[src/rtl/decode_wide_pkg.sv]
// Shared decode types and immediate extraction for the wide RV32I decoder.
// DECODE_ILLEGAL_CHECK_EN (optional) enables illegal flagging and group squash.
package instr_decode;

  localparam logic [6:0] OPC_LOAD   = 7'b0000011;
  localparam logic [6:0] OPC_OP_IMM = 7'b0010011;
  localparam logic [6:0] OPC_AUIPC  = 7'b0010111;
  localparam logic [6:0] OPC_STORE  = 7'b0100011;
  localparam logic [6:0] OPC_OP     = 7'b0110011;
  localparam logic [6:0] OPC_LUI    = 7'b0110111;
  localparam logic [6:0] OPC_BRANCH = 7'b1100011;
  localparam logic [6:0] OPC_JALR   = 7'b1100111;
  localparam logic [6:0] OPC_JAL    = 7'b1101111;

  typedef enum logic [2:0] {FMT_NONE, FMT_R, FMT_I, FMT_S, FMT_B, FMT_U, FMT_J} t_fmt;

  typedef enum logic [3:0] {
    UOP_NONE, UOP_ALU, UOP_ALUI, UOP_LOAD, UOP_STORE,
    UOP_BRANCH, UOP_LUI, UOP_AUIPC, UOP_JAL, UOP_JALR
  } t_uop;

  typedef enum logic [1:0] {OP_NONE, OP_REG, OP_IMM} t_opnd_type;
  typedef enum logic [1:0] {SZ_NONE, SZ_1B, SZ_2B, SZ_4B} t_opsize;

  typedef struct packed {
    t_opnd_type typ;
    logic [4:0] idx;
    t_opsize    size;
  } t_uopnd_descr;

  typedef struct packed {
    logic [31:0] instr;
  } t_instr_pkt;

  typedef struct packed {
    logic         valid;
    logic         illegal;
    t_uop         uop;
    t_fmt         fmt;
    logic [2:0]   funct3;
    logic [31:0]  imm32;
    t_uopnd_descr dst;
    t_uopnd_descr src1;
    t_uopnd_descr src2;
  } t_uinstr;

  function automatic t_uopnd_descr reg_opnd(input logic [4:0] idx);
    return '{typ: OP_REG, idx: idx, size: SZ_4B};
  endfunction

  function automatic t_uopnd_descr imm_opnd();
    return '{typ: OP_IMM, idx: 5'd0, size: SZ_4B};
  endfunction

  // Sign-extended immediate for a format; takes instr[31:7] (opcode bits never feed an immediate).
  function automatic logic [31:0] imm_extract(input t_fmt fmt, input logic [31:7] b);
    case (fmt)
      FMT_I:   return {{20{b[31]}}, b[31:20]};
      FMT_S:   return {{20{b[31]}}, b[31:25], b[11:7]};
      FMT_B:   return {{19{b[31]}}, b[31], b[7], b[30:25], b[11:8], 1'b0};
      FMT_U:   return {b[31:12], 12'b0};
      FMT_J:   return {{11{b[31]}}, b[31], b[19:12], b[20], b[30:21], 1'b0};
      default: return 32'd0;
    endcase
  endfunction

endpackage

[src/rtl/decode_wide_lane.sv]
// Single-lane combinational RV32I decode into a t_uinstr.
// DECODE_ILLEGAL_CHECK_EN drives .illegal from opcode/funct legality; otherwise it is 0.
module decode_lane
  import instr_decode::*;
(
  input  logic       valid_i,
  input  t_instr_pkt pkt_i,
  output t_uinstr    uinstr_o
);

  logic [31:0] ins;
  logic [6:0]  opc, f7;
  logic [2:0]  f3;
  logic [4:0]  rd, rs1, rs2;
  t_uop        uop;
  t_fmt        fmt;
  logic        ill;

  assign ins = pkt_i.instr;
  assign opc = ins[6:0];
  assign rd  = ins[11:7];
  assign f3  = ins[14:12];
  assign rs1 = ins[19:15];
  assign rs2 = ins[24:20];
  assign f7  = ins[31:25];

  always_comb begin
    uop = UOP_NONE;
    fmt = FMT_NONE;
    ill = 1'b0;
    case (opc)
      OPC_OP: begin
        uop = UOP_ALU;    fmt = FMT_R;
        ill = !((f7 == 7'h00) || (f7 == 7'h20 && (f3 == 3'b000 || f3 == 3'b101)));
      end
      OPC_OP_IMM: begin
        uop = UOP_ALUI;   fmt = FMT_I;
        ill = (f3 == 3'b001 && f7 != 7'h00) ||
              (f3 == 3'b101 && f7 != 7'h00 && f7 != 7'h20);
      end
      OPC_LOAD: begin
        uop = UOP_LOAD;   fmt = FMT_I;
        ill = (f3 == 3'b011) || (f3 == 3'b110) || (f3 == 3'b111);
      end
      OPC_JALR: begin
        uop = UOP_JALR;   fmt = FMT_I;
        ill = (f3 != 3'b000);
      end
      OPC_STORE: begin
        uop = UOP_STORE;  fmt = FMT_S;
        ill = (f3 > 3'b010);
      end
      OPC_BRANCH: begin
        uop = UOP_BRANCH; fmt = FMT_B;
        ill = (f3 == 3'b010) || (f3 == 3'b011);
      end
      OPC_LUI:   begin uop = UOP_LUI;   fmt = FMT_U; end
      OPC_AUIPC: begin uop = UOP_AUIPC; fmt = FMT_U; end
      OPC_JAL:   begin uop = UOP_JAL;   fmt = FMT_J; end
      default:   ill = 1'b1;
    endcase
  end

  always_comb begin
    uinstr_o       = '0;
    uinstr_o.uop   = uop;
    uinstr_o.fmt   = fmt;
    uinstr_o.imm32 = imm_extract(fmt, ins[31:7]);
    case (fmt)
      FMT_R: begin
        uinstr_o.dst  = reg_opnd(rd);
        uinstr_o.src1 = reg_opnd(rs1);
        uinstr_o.src2 = reg_opnd(rs2);
      end
      FMT_I: begin
        uinstr_o.dst  = reg_opnd(rd);
        uinstr_o.src1 = reg_opnd(rs1);
        uinstr_o.src2 = imm_opnd();
      end
      FMT_S, FMT_B: begin
        uinstr_o.src1 = reg_opnd(rs1);
        uinstr_o.src2 = reg_opnd(rs2);
      end
      FMT_U, FMT_J: begin
        uinstr_o.dst  = reg_opnd(rd);
        uinstr_o.src2 = imm_opnd();
      end
      default: ;
    endcase
    if (fmt inside {FMT_R, FMT_I, FMT_S, FMT_B}) uinstr_o.funct3 = f3;
    uinstr_o.valid = 1'b1;
`ifdef DECODE_ILLEGAL_CHECK_EN
    uinstr_o.illegal = ill;
`endif
    if (!valid_i) uinstr_o = '0;
  end

`ifndef DECODE_ILLEGAL_CHECK_EN
  logic unused_ill;
  assign unused_ill = ill;
`endif

endmodule

[src/rtl/decode_wide.sv]
// WIDTH-lane decoder feeding a DEPTH-entry queue of decoded groups.
// DECODE_ILLEGAL_CHECK_EN squashes lanes above the first illegal lane in a group.
module decode_wide
  import instr_decode::*;
#(
  parameter int WIDTH = 2,
  parameter int DEPTH = 4
) (
  input  logic                   clk,
  input  logic                   reset,
  input  logic       [WIDTH-1:0] valid_fe1,
  input  t_instr_pkt [WIDTH-1:0] instr_fe1,
  output logic                   ready_fe1,
  output logic                   valid_de1,
  output t_uinstr    [WIDTH-1:0] uinstr_de1,
  input  logic                   ready_de1
);

  localparam int CNT_W = $clog2(DEPTH + 1);
  localparam int PTR_W = $clog2(DEPTH);
  localparam int VW    = WIDTH + 1;

  logic [WIDTH-1:0]               lane_vld;
  t_uinstr [WIDTH-1:0]            lane_dec, grp;
  t_uinstr [DEPTH-1:0][WIDTH-1:0] mem_q, mem_d;
  logic [PTR_W-1:0]               wr_ptr_q, wr_ptr_d, rd_ptr_q, rd_ptr_d;
  logic [CNT_W-1:0]               count_q, count_d;
  logic                           full, empty, enq, deq;

  // A lane is live only if every lane below it is valid, so a hole drops the rest.
  for (genvar g = 0; g < WIDTH; g++) begin : g_lane
    assign lane_vld[g] = &valid_fe1[g:0];
    decode_lane u_lane (
      .valid_i  (lane_vld[g]),
      .pkt_i    (instr_fe1[g]),
      .uinstr_o (lane_dec[g])
    );
  end

`ifdef DECODE_ILLEGAL_CHECK_EN
  always_comb begin
    logic kill;
    grp  = lane_dec;
    kill = 1'b0;
    for (int i = 0; i < WIDTH; i++) begin
      if (kill) grp[i] = '0;
      kill = kill | lane_dec[i].illegal;
    end
  end
`else
  assign grp = lane_dec;
`endif

  function automatic logic [PTR_W-1:0] ptr_inc(input logic [PTR_W-1:0] p);
    return (p == PTR_W'(DEPTH - 1)) ? '0 : p + PTR_W'(1);
  endfunction

  assign full       = (count_q == CNT_W'(DEPTH));
  assign empty      = (count_q == '0);
  assign ready_fe1  = ~full & ~reset;
  assign valid_de1  = ~empty & ~reset;
  assign enq        = ready_fe1 & (|valid_fe1);
  assign deq        = valid_de1 & ready_de1;
  assign uinstr_de1 = valid_de1 ? mem_q[rd_ptr_q] : '0;

  always_comb begin
    mem_d    = mem_q;
    wr_ptr_d = wr_ptr_q;
    rd_ptr_d = rd_ptr_q;
    count_d  = count_q;
    if (enq) begin
      mem_d[wr_ptr_q] = grp;
      wr_ptr_d        = ptr_inc(wr_ptr_q);
    end
    if (deq) rd_ptr_d = ptr_inc(rd_ptr_q);
    case ({enq, deq})
      2'b10:   count_d = count_q + CNT_W'(1);
      2'b01:   count_d = count_q - CNT_W'(1);
      default: ;
    endcase
  end

  always_ff @(posedge clk) begin
    if (reset) begin
      wr_ptr_q <= '0;
      rd_ptr_q <= '0;
      count_q  <= '0;
    end else begin
      wr_ptr_q <= wr_ptr_d;
      rd_ptr_q <= rd_ptr_d;
      count_q  <= count_d;
    end
  end

  // Storage needs no reset: count gates visibility and enq is blocked during reset.
  always_ff @(posedge clk) mem_q <= mem_d;

`ifndef SYNTHESIS
  a_no_enq_full: assert property (@(posedge clk) disable iff (reset) full |-> !enq);
  a_contig: assert property (@(posedge clk) disable iff (reset)
    (VW'(valid_fe1) & (VW'(valid_fe1) + VW'(1))) == '0);
  a_hold: assert property (@(posedge clk) disable iff (reset)
    (valid_de1 && !ready_de1) |=> $stable(uinstr_de1));
`endif

endmodule

[config.mk]
export PLATFORM = sky130hd
export DESIGN_NAME = decode_wide
export DESIGN_NICKNAME = d
export VERILOG_FILES = /design/src/rtl/decode_wide_pkg.sv /design/src/rtl/decode_wide_lane.sv /design/src/rtl/decode_wide.sv
export SDC_FILE = /design/constraint.sdc
export NUM_CORES = 1
export LEC_CHECK = 0
export CORE_ASPECT_RATIO = 1.25
export CORE_UTILIZATION = 59
export DETAILED_ROUTE_END_ITERATION = 8
export PLACE_DENSITY = 0.82
export SETUP_SLACK_MARGIN = 0.3
export SLEW_MARGIN = 5
export SYNTH_ARGS = -nofsm -noshare
export SYNTH_HDL_FRONTEND = slang
export SYNTH_SLANG_ARGS = --single-unit
[constraint.sdc]
create_clock -name clk -period 16.3 [get_ports clk]
set_input_delay 3.26 -clock clk [delete_from_list [all_inputs] [get_ports clk]]
set_output_delay 3.26 -clock clk [all_outputs]
set_load 0.05 [all_outputs]
==> impl_metrics.env, run 1 <==
export IMPL_yosys_area_share_simple_pct=8.287
export IMPL_syn_area_per_cell_um2=18.37
export IMPL_synth_top_family_by_area="multiplexers"
export IMPL_startpoint_type="primary input"
export IMPL_period_needed_ns=9.493
export IMPL_vias_per_cell=6.053
export IMPL_dp_cells=1775
export IMPL_hp_class="reg -> reg"
export IMPL_post_route_cells_drive_above_1_share_pct=16.86
export IMPL_clock_latency_ns=0.55
export IMPL_grt_overflow_total=0
export IMPL_hold_depth=2
export IMPL_io_pins=213
export IMPL_post_place_ws_ns=6.743
export IMPL_clockBufferDepth=3
export IMPL_synth_edf_count=504
export IMPL_vias=11280
export IMPL_floorplan_initialDensity_pct=60.17
export IMPL_antenna_found_initial=2
export IMPL_design_area_um2=25250
export IMPL_syn_inst=1161
export IMPL_cts_resized=0
export IMPL_async_reset_ff_share_pct=0
export IMPL_p_clk_share_pct=33.4
export IMPL_finalNonFillerCells=1863
export IMPL_max_freq_ghz=0.1053
export IMPL_yosys_area_share_adder_pct=0.4457
export IMPL_seqPwrFrac_pct=47.4
export IMPL_finalSetupViolations=0
export IMPL_hpwl_um=27130
export IMPL_rr_worst_depth=5
export IMPL_io_buffer_count=206
export IMPL_wire_per_inst_um=23.66
export IMPL_grt_max_degree=114
export IMPL_fin_nets=1426
export IMPL_intPower_mw=2.415
export IMPL_place_area_um2=23680
export IMPL_vdd_ir_drop_max_v=0.0001047
export IMPL_routabilityCongestion=0.8785
export IMPL_synth_area_um2=21330
export IMPL_slew_headroom_pct=22.99
export IMPL_power_density_nw_per_um2=130.0
export IMPL_ant_nets=0
export IMPL_postCtsSetupBuffers=0
export IMPL_timing_rr_start="count_q[0]"
export IMPL_numClockSinks=511
export IMPL_dieArea_um2=36930
export IMPL_synth_area_leaders="edfxtp_1 71%, mux4_2 13%, and2_1 5.2%, a21oi_1 0.82%, buf_2 0.66%"
export IMPL_htreeDepth=2
export IMPL_track_usage_pct=24.42
export IMPL_critical_path_required_ns=13.04
export IMPL_syn_to_final_growth_pct=18.34
export IMPL_crit_start="reset"
export IMPL_tns_ns=0
export IMPL_die_w_um=172.1
export IMPL_dieHeight_um=214.6
export IMPL_finalHoldViolCount=0
export IMPL_core_area_um2=35450
export IMPL_numCtsBuffers=47
export IMPL_grt_pass1_wl_um=66790
export IMPL_synth_top_area_share_pct=70.94
export IMPL_ctsHoldBuffers=0
export IMPL_drt_wl_total_um=44080
export IMPL_skew_ns=0.01658
export IMPL_comb_power_share_pct=19.2
export IMPL_cap_viol_max_count=0
export IMPL_finalMaxSlewViolations=0
export IMPL_hold_start="count_q[2]"
export IMPL_synth_top_cell_by_area="edfxtp_1"
export IMPL_arrival_ns=6.23
export IMPL_first_iter_violations=1090
export IMPL_grt_setup_unrepaired="false"
export IMPL_crit_path_max_fanout=113
export IMPL_row_count=77
export IMPL_status="finished clean"
export IMPL_switching_share_pct=26.39
export IMPL_synthDistinctLibCells=60
export IMPL_dr_pass1_iters=5
export IMPL_synth_main_ff_cell="edfxtp_1"
export IMPL_cts_clk_slew_worst_paths_ns=0.06
export IMPL_grt_pass1_vias=11410
export IMPL_worstSetupPathType="in -> out"
export IMPL_power_switching_mw=0.8660
export IMPL_ys_warn_count=0
export IMPL_clockRootBuffer="clkbuf_16"
export IMPL_synth_compound_area_share_pct=3.877
export IMPL_timing_final_crit_share_pct=58.24
export IMPL_worst_pin_slew_ns=1.155
export IMPL_cp_end_kind="primary output"
export IMPL_ys_ff_latch=511
export IMPL_drcViolationCount=0
export IMPL_leakage_nw=8.577
export IMPL_fin_ws_ns=6.807
export IMPL_synth_seq_area_share_pct=71.60
export IMPL_synthMuxAreaShare_pct=13.30
export IMPL_postLayoutCoreUtil_pct=71.21
export IMPL_synthXorXnorAreaFrac_pct=0.1232
export IMPL_cts_tree="built"
worst paths after layout:
path | endpoint | slack (ns)
worst max register to register | mem_q[71] | 12.51
worst max-delay path | uinstr_de1[87] | 6.81
worst min-delay path | count_q[2] | 0.53
worst min register to register | count_q[2] | 0.53
cell usage after synthesis (2+ instances only):
library cell,count
and2_1,178
nand2_1,33
o21ai_0,17
buf_6,4
nor3_1,4
and4b_1,2
nand2b_1,3
buf_1,2
a211oi_1,2
a211o_1,3
mux4_2,126
a21oi_2,11
edfxtp_1,504
o31ai_1,3
o21a_1,4
nor2b_1,10
a21o_1,13
inv_1,15
a211oi_2,3
nand3b_1,5
xor2_1,3
nand4_1,3
buf_2,28
and3b_1,8
ha_1,6
nor2_1,28
buf_4,18
a31oi_1,3
a21oi_1,35
or3_1,2
dfxtp_1,7
nand3_1,8
clkbuf_1,31
or2_2,2
o31a_1,3
a22oi_1,9
nor3_2,2
registers in the layout, indices dropped and copies added (netlist names):
signal and count:
count_q 3, mem_q 504, rd_ptr_q 2, wr_ptr_q 2
metal layers:
metal | vias up | GRT usage, % | share of wire, %
li1 | 4927 | - | -
met1 | 5782 | 31.77 | 38
met2 | 486 | 42.23 | 53
met3 | 80 | 4.300 | 7.1
met4 | 2 | 6.726 | 2.3
met5 | - | 0 | 0.029
power groups by stage:
stage,Combinational [mW],Clock (mW),Sequential [mW]
finish,0.630,1.10,1.55
floorplan,0.451,0,1.58
global route,0.666,1.16,1.56
global placement,0.635,0,1.58
CTS,0.641,1.11,1.55
detailed placement,0.638,0,1.58
kinds of logic after synthesis:
family,after synthesis
buf+inv,98
xor+xnor,3
mux,126
fa+ha+maj,7
simple gates,298
flops,511
other cells,1
compound gates,117
metrics by stage:
step           hold slack, ns  power (mW)
2_1_floorplan          0.4813       2.030
3_3_place_gp           0.5099       2.211
3_5_place_dp           0.5207       2.221
4_1_cts                0.5320       3.308
5_1_grt                0.5730       3.387
6_report               0.5278       3.281
cells in the final DEF, fill, tap and decap left out, types with 3 or more instances in the layout:
| cell | instances |
|---|---|
| a211o_1 | 3 |
| a211oi_2 | 3 |
| a21o_1 | 13 |
| a21oi_1 | 34 |
| a21oi_2 | 11 |
| a22oi_1 | 9 |
| a31oi_1 | 3 |
| and2_1 | 174 |
| and2_4 | 4 |
| and3b_1 | 8 |
| buf_4 | 12 |
| bufinv_16 | 6 |
| clkbuf_1 | 8 |
| clkbuf_16 | 49 |
| clkdlybuf4s50_1 | 206 |
| clkinv_1 | 12 |
| clkinv_2 | 5 |
| clkinvlp_4 | 5 |
| conb_1 | 6 |
| dfxtp_1 | 5 |
| edfxtp_1 | 504 |
| ha_1 | 6 |
| inv_1 | 15 |
| mux4_2 | 126 |
| nand2_1 | 33 |
| nand2b_1 | 3 |
| nand3_1 | 8 |
| nand3b_1 | 5 |
| nand4_1 | 3 |
| nor2_1 | 28 |
| nor2b_1 | 10 |
| nor3_1 | 4 |
| o21a_1 | 4 |
| o21ai_0 | 17 |
| o31a_1 | 3 |
| o31ai_1 | 3 |
| xor2_1 | 3 |
final cells by class:
| cell class | count | area, um2 |
|---|---|---|
| clock buffers | 57 | 1256 |
| repair buffers | 218 | 2152 |
| clock inverters | 30 | 305.3 |
| diodes | 1 | 2.502 |
| fillers | 2200 | 10210 |
| inverters | 15 | 56.30 |
| multi-input cells | 557 | 5598 |
| flip-flops and latches | 511 | 15280 |
| well taps | 474 | 593.1 |
critical path, cell delays in order:
cell	delay (ns)
clkdlybuf4s50_1	0.58
a21oi_4	0.44
buf_4	0.76
and2_1	0.28
clkdlybuf4s50_1	0.84
No activity file was read; power rests on OpenSTA's default activity.
==> inputs of run 2 (changes only) <==
Settings changed: CORE_UTILIZATION 59 to 57, PLACE_DENSITY 0.82 to 0.8.
Clock period 16.3 ns to 9.04 ns, I/O delays scaled along.
==> run 2 against run 1 <==
Compared with the run above:
- register-to-register slack got worse by 6.8 ns
- clock-buffer cell count increased by 3
- sequential power increased by 82%
- sequential share of layout area increased by 0.23 points
- via count about the same
- global-route usage decreased by 0.66 points
- critical endpoint is now uinstr_de1[109]
==> impl_metrics.env, run 2 (synthesized netlist as in run 1, its figures left out) <==
export IMPL_worst_hold_slack_ns=0.5279
export IMPL_vias_per_cell=6.033
export IMPL_slew_headroom_pct=25.03
export IMPL_dieArea_um2=38210
export IMPL_ant_nets=0
export IMPL_grt_max_degree=103
export IMPL_crit_path_max_fanout=102
export IMPL_timing_final_crit_share_pct=70.60
export IMPL_top_regs="mem_q x504, count_q x3"
export IMPL_finalHoldViolCount=0
export IMPL_ctsHoldBuffers=0
export IMPL_syn_to_final_growth_pct=17.88
export IMPL_grt_overflow_total=0
export IMPL_numCtsBuffers=48
export IMPL_cts_resized=0
export IMPL_row_count=78
export IMPL_fin_nets=1428
export IMPL_grt_setup_unrepaired="false"
export IMPL_wire_per_inst_um=23.84
export IMPL_startpoint_type="primary input"
export IMPL_cts_clk_slew_worst_paths_ns=0.06
export IMPL_dieHeight_um=218.3
export IMPL_leakage_nw=8.545
export IMPL_fin_ws_ns=2.658
export IMPL_cts_tree="built"
export IMPL_postLayoutCoreUtil_pct=68.71
export IMPL_clockRootBuffer="clkbuf_16"
export IMPL_worst_pin_slew_ns=1.125
export IMPL_layout_commonest_cell="edfxtp_1"
export IMPL_post_route_cells_drive_above_1_share_pct=16.34
export IMPL_vdd_ir_drop_max_v=0.0001819
export IMPL_critical_path_required_ns=7.23
export IMPL_finalMaxSlewViolations=0
export IMPL_finalNonFillerCells=1869
export IMPL_first_iter_violations=1248
export IMPL_n_antenna_cell=0
export IMPL_finalSetupViolations=0
export IMPL_vias=11280
export IMPL_hp_class="reg -> reg"
export IMPL_tns_ns=0
export IMPL_grt_pass1_vias=11210
export IMPL_drcViolationCount=0
export IMPL_rr_worst_depth=4
export IMPL_worstSetupPathType="in -> out"
export IMPL_layout_common_cells="504 x edfxtp_1, 206 x clkdlybuf4s50_1, 174 x and2_1, 126 x mux4_2, 49 x clkbuf_16"
export IMPL_core_area_um2=36600
export IMPL_postCtsSetupBuffers=0
export IMPL_htreeDepth=2
export IMPL_cap_viol_max_count=0
export IMPL_skew_ns=0.01620
export IMPL_routabilityCongestion=0.8397
export IMPL_drt_wl_total_um=44560
export IMPL_dp_cells=1782
export IMPL_max_freq_ghz=0.1567
export IMPL_clock_latency_ns=0.56
export IMPL_numClockSinks=511
export IMPL_post_place_ws_ns=2.663
export IMPL_largest_register_ff_count=504
export IMPL_status="finished clean"
export IMPL_io_buffer_count=206
export IMPL_regMostFlops="mem_q"
export IMPL_cp_end_kind="primary output"
export IMPL_io_pins=213
export IMPL_die_w_um=175.0
export IMPL_clockBufferDepth=3
export IMPL_antenna_found_initial=5
export IMPL_hold_depth=2
export IMPL_period_needed_ns=6.382
export IMPL_hpwl_um=27340
export IMPL_arrival_ns=4.57
export IMPL_track_usage_pct=23.75
export IMPL_grt_pass1_wl_um=67180
export IMPL_power_density_nw_per_um2=230.9
export IMPL_dr_pass1_iters=5
export IMPL_floorplan_initialDensity_pct=58.29
run 2: cell types whose count changed in the layout (fill, tap and decap cells not counted):
cell	before	now
clkinv_4	1	0
clkinv_2	5	6
diode_2	1	0
buf_12	0	1
clkinv_1	12	17
inv_6	1	2
clkinvlp_4	5	0
bufinv_16	6	2
clkbuf_1	8	11
run 2: final timing paths:
path | slack [ns] | start | endpoint
setup / recovery | 2.66 | reset | uinstr_de1[109]
hold / removal | 0.53 | count_q[2] | count_q[2]
setup reg to reg | 5.72 | count_q[0] | mem_q[317]
hold reg to reg | 0.53 | count_q[2] | count_q[2]
run 2: power breakdown:
| part | leakage [nW] | internal [mW] | switching, mW |
|---|---|---|---|
| registers | 5.20 | 2.76 | 0.0633 |
| logic | 2.64 | 0.438 | 0.683 |
| clock network | 0.704 | 1.05 | 0.820 |
| total | 8.54 | 4.24 | 1.57 |
run 2: final cells by class:
type | count | area, um2
Sequential cell | 511 | 15280
Fill cell | 2380 | 11450
Multi-Input combinational cell | 557 | 5598
Timing Repair Buffer | 219 | 2172
Clock buffer | 60 | 1267
Tap cell | 480 | 600.6
Clock inverter | 27 | 171.4
Inverter | 15 | 56.30
run 2: critical path, cell delays in order:
cell and delay, ns:
clkdlybuf4s50_1 0.61, a21oi_4 0.61, buf_12 0.39, and2_1 0.26, clkdlybuf4s50_1 0.84
run 2: through the flow:
| step | cell area, um2 | total power [mW] |
|---|---|---|
| 4_1_cts | 25150 | 5.864 |
| 5_1_grt | 25150 | 5.998 |
| 3_3_place_gp | 23710 | 3.993 |
| 3_5_place_dp | 23710 | 4.007 |
| 6_report | 25150 | 5.806 |
| 2_1_floorplan | 21350 | 3.661 |
run 2: per-layer routing:
| metal | share of wire, % | routed length [um] | track usage (%) | vias to the layer above |
|---|---|---|---|---|
| met5 | 0.072 | 32 | 0 | - |
| met4 | 2.2 | 967 | 6.290 | 6 |
| met3 | 7.4 | 3293 | 4.297 | 79 |
| met2 | 53 | 23470 | 41.49 | 516 |
| met1 | 38 | 16790 | 30.80 | 5744 |
| li1 | - | - | - | 4931 |
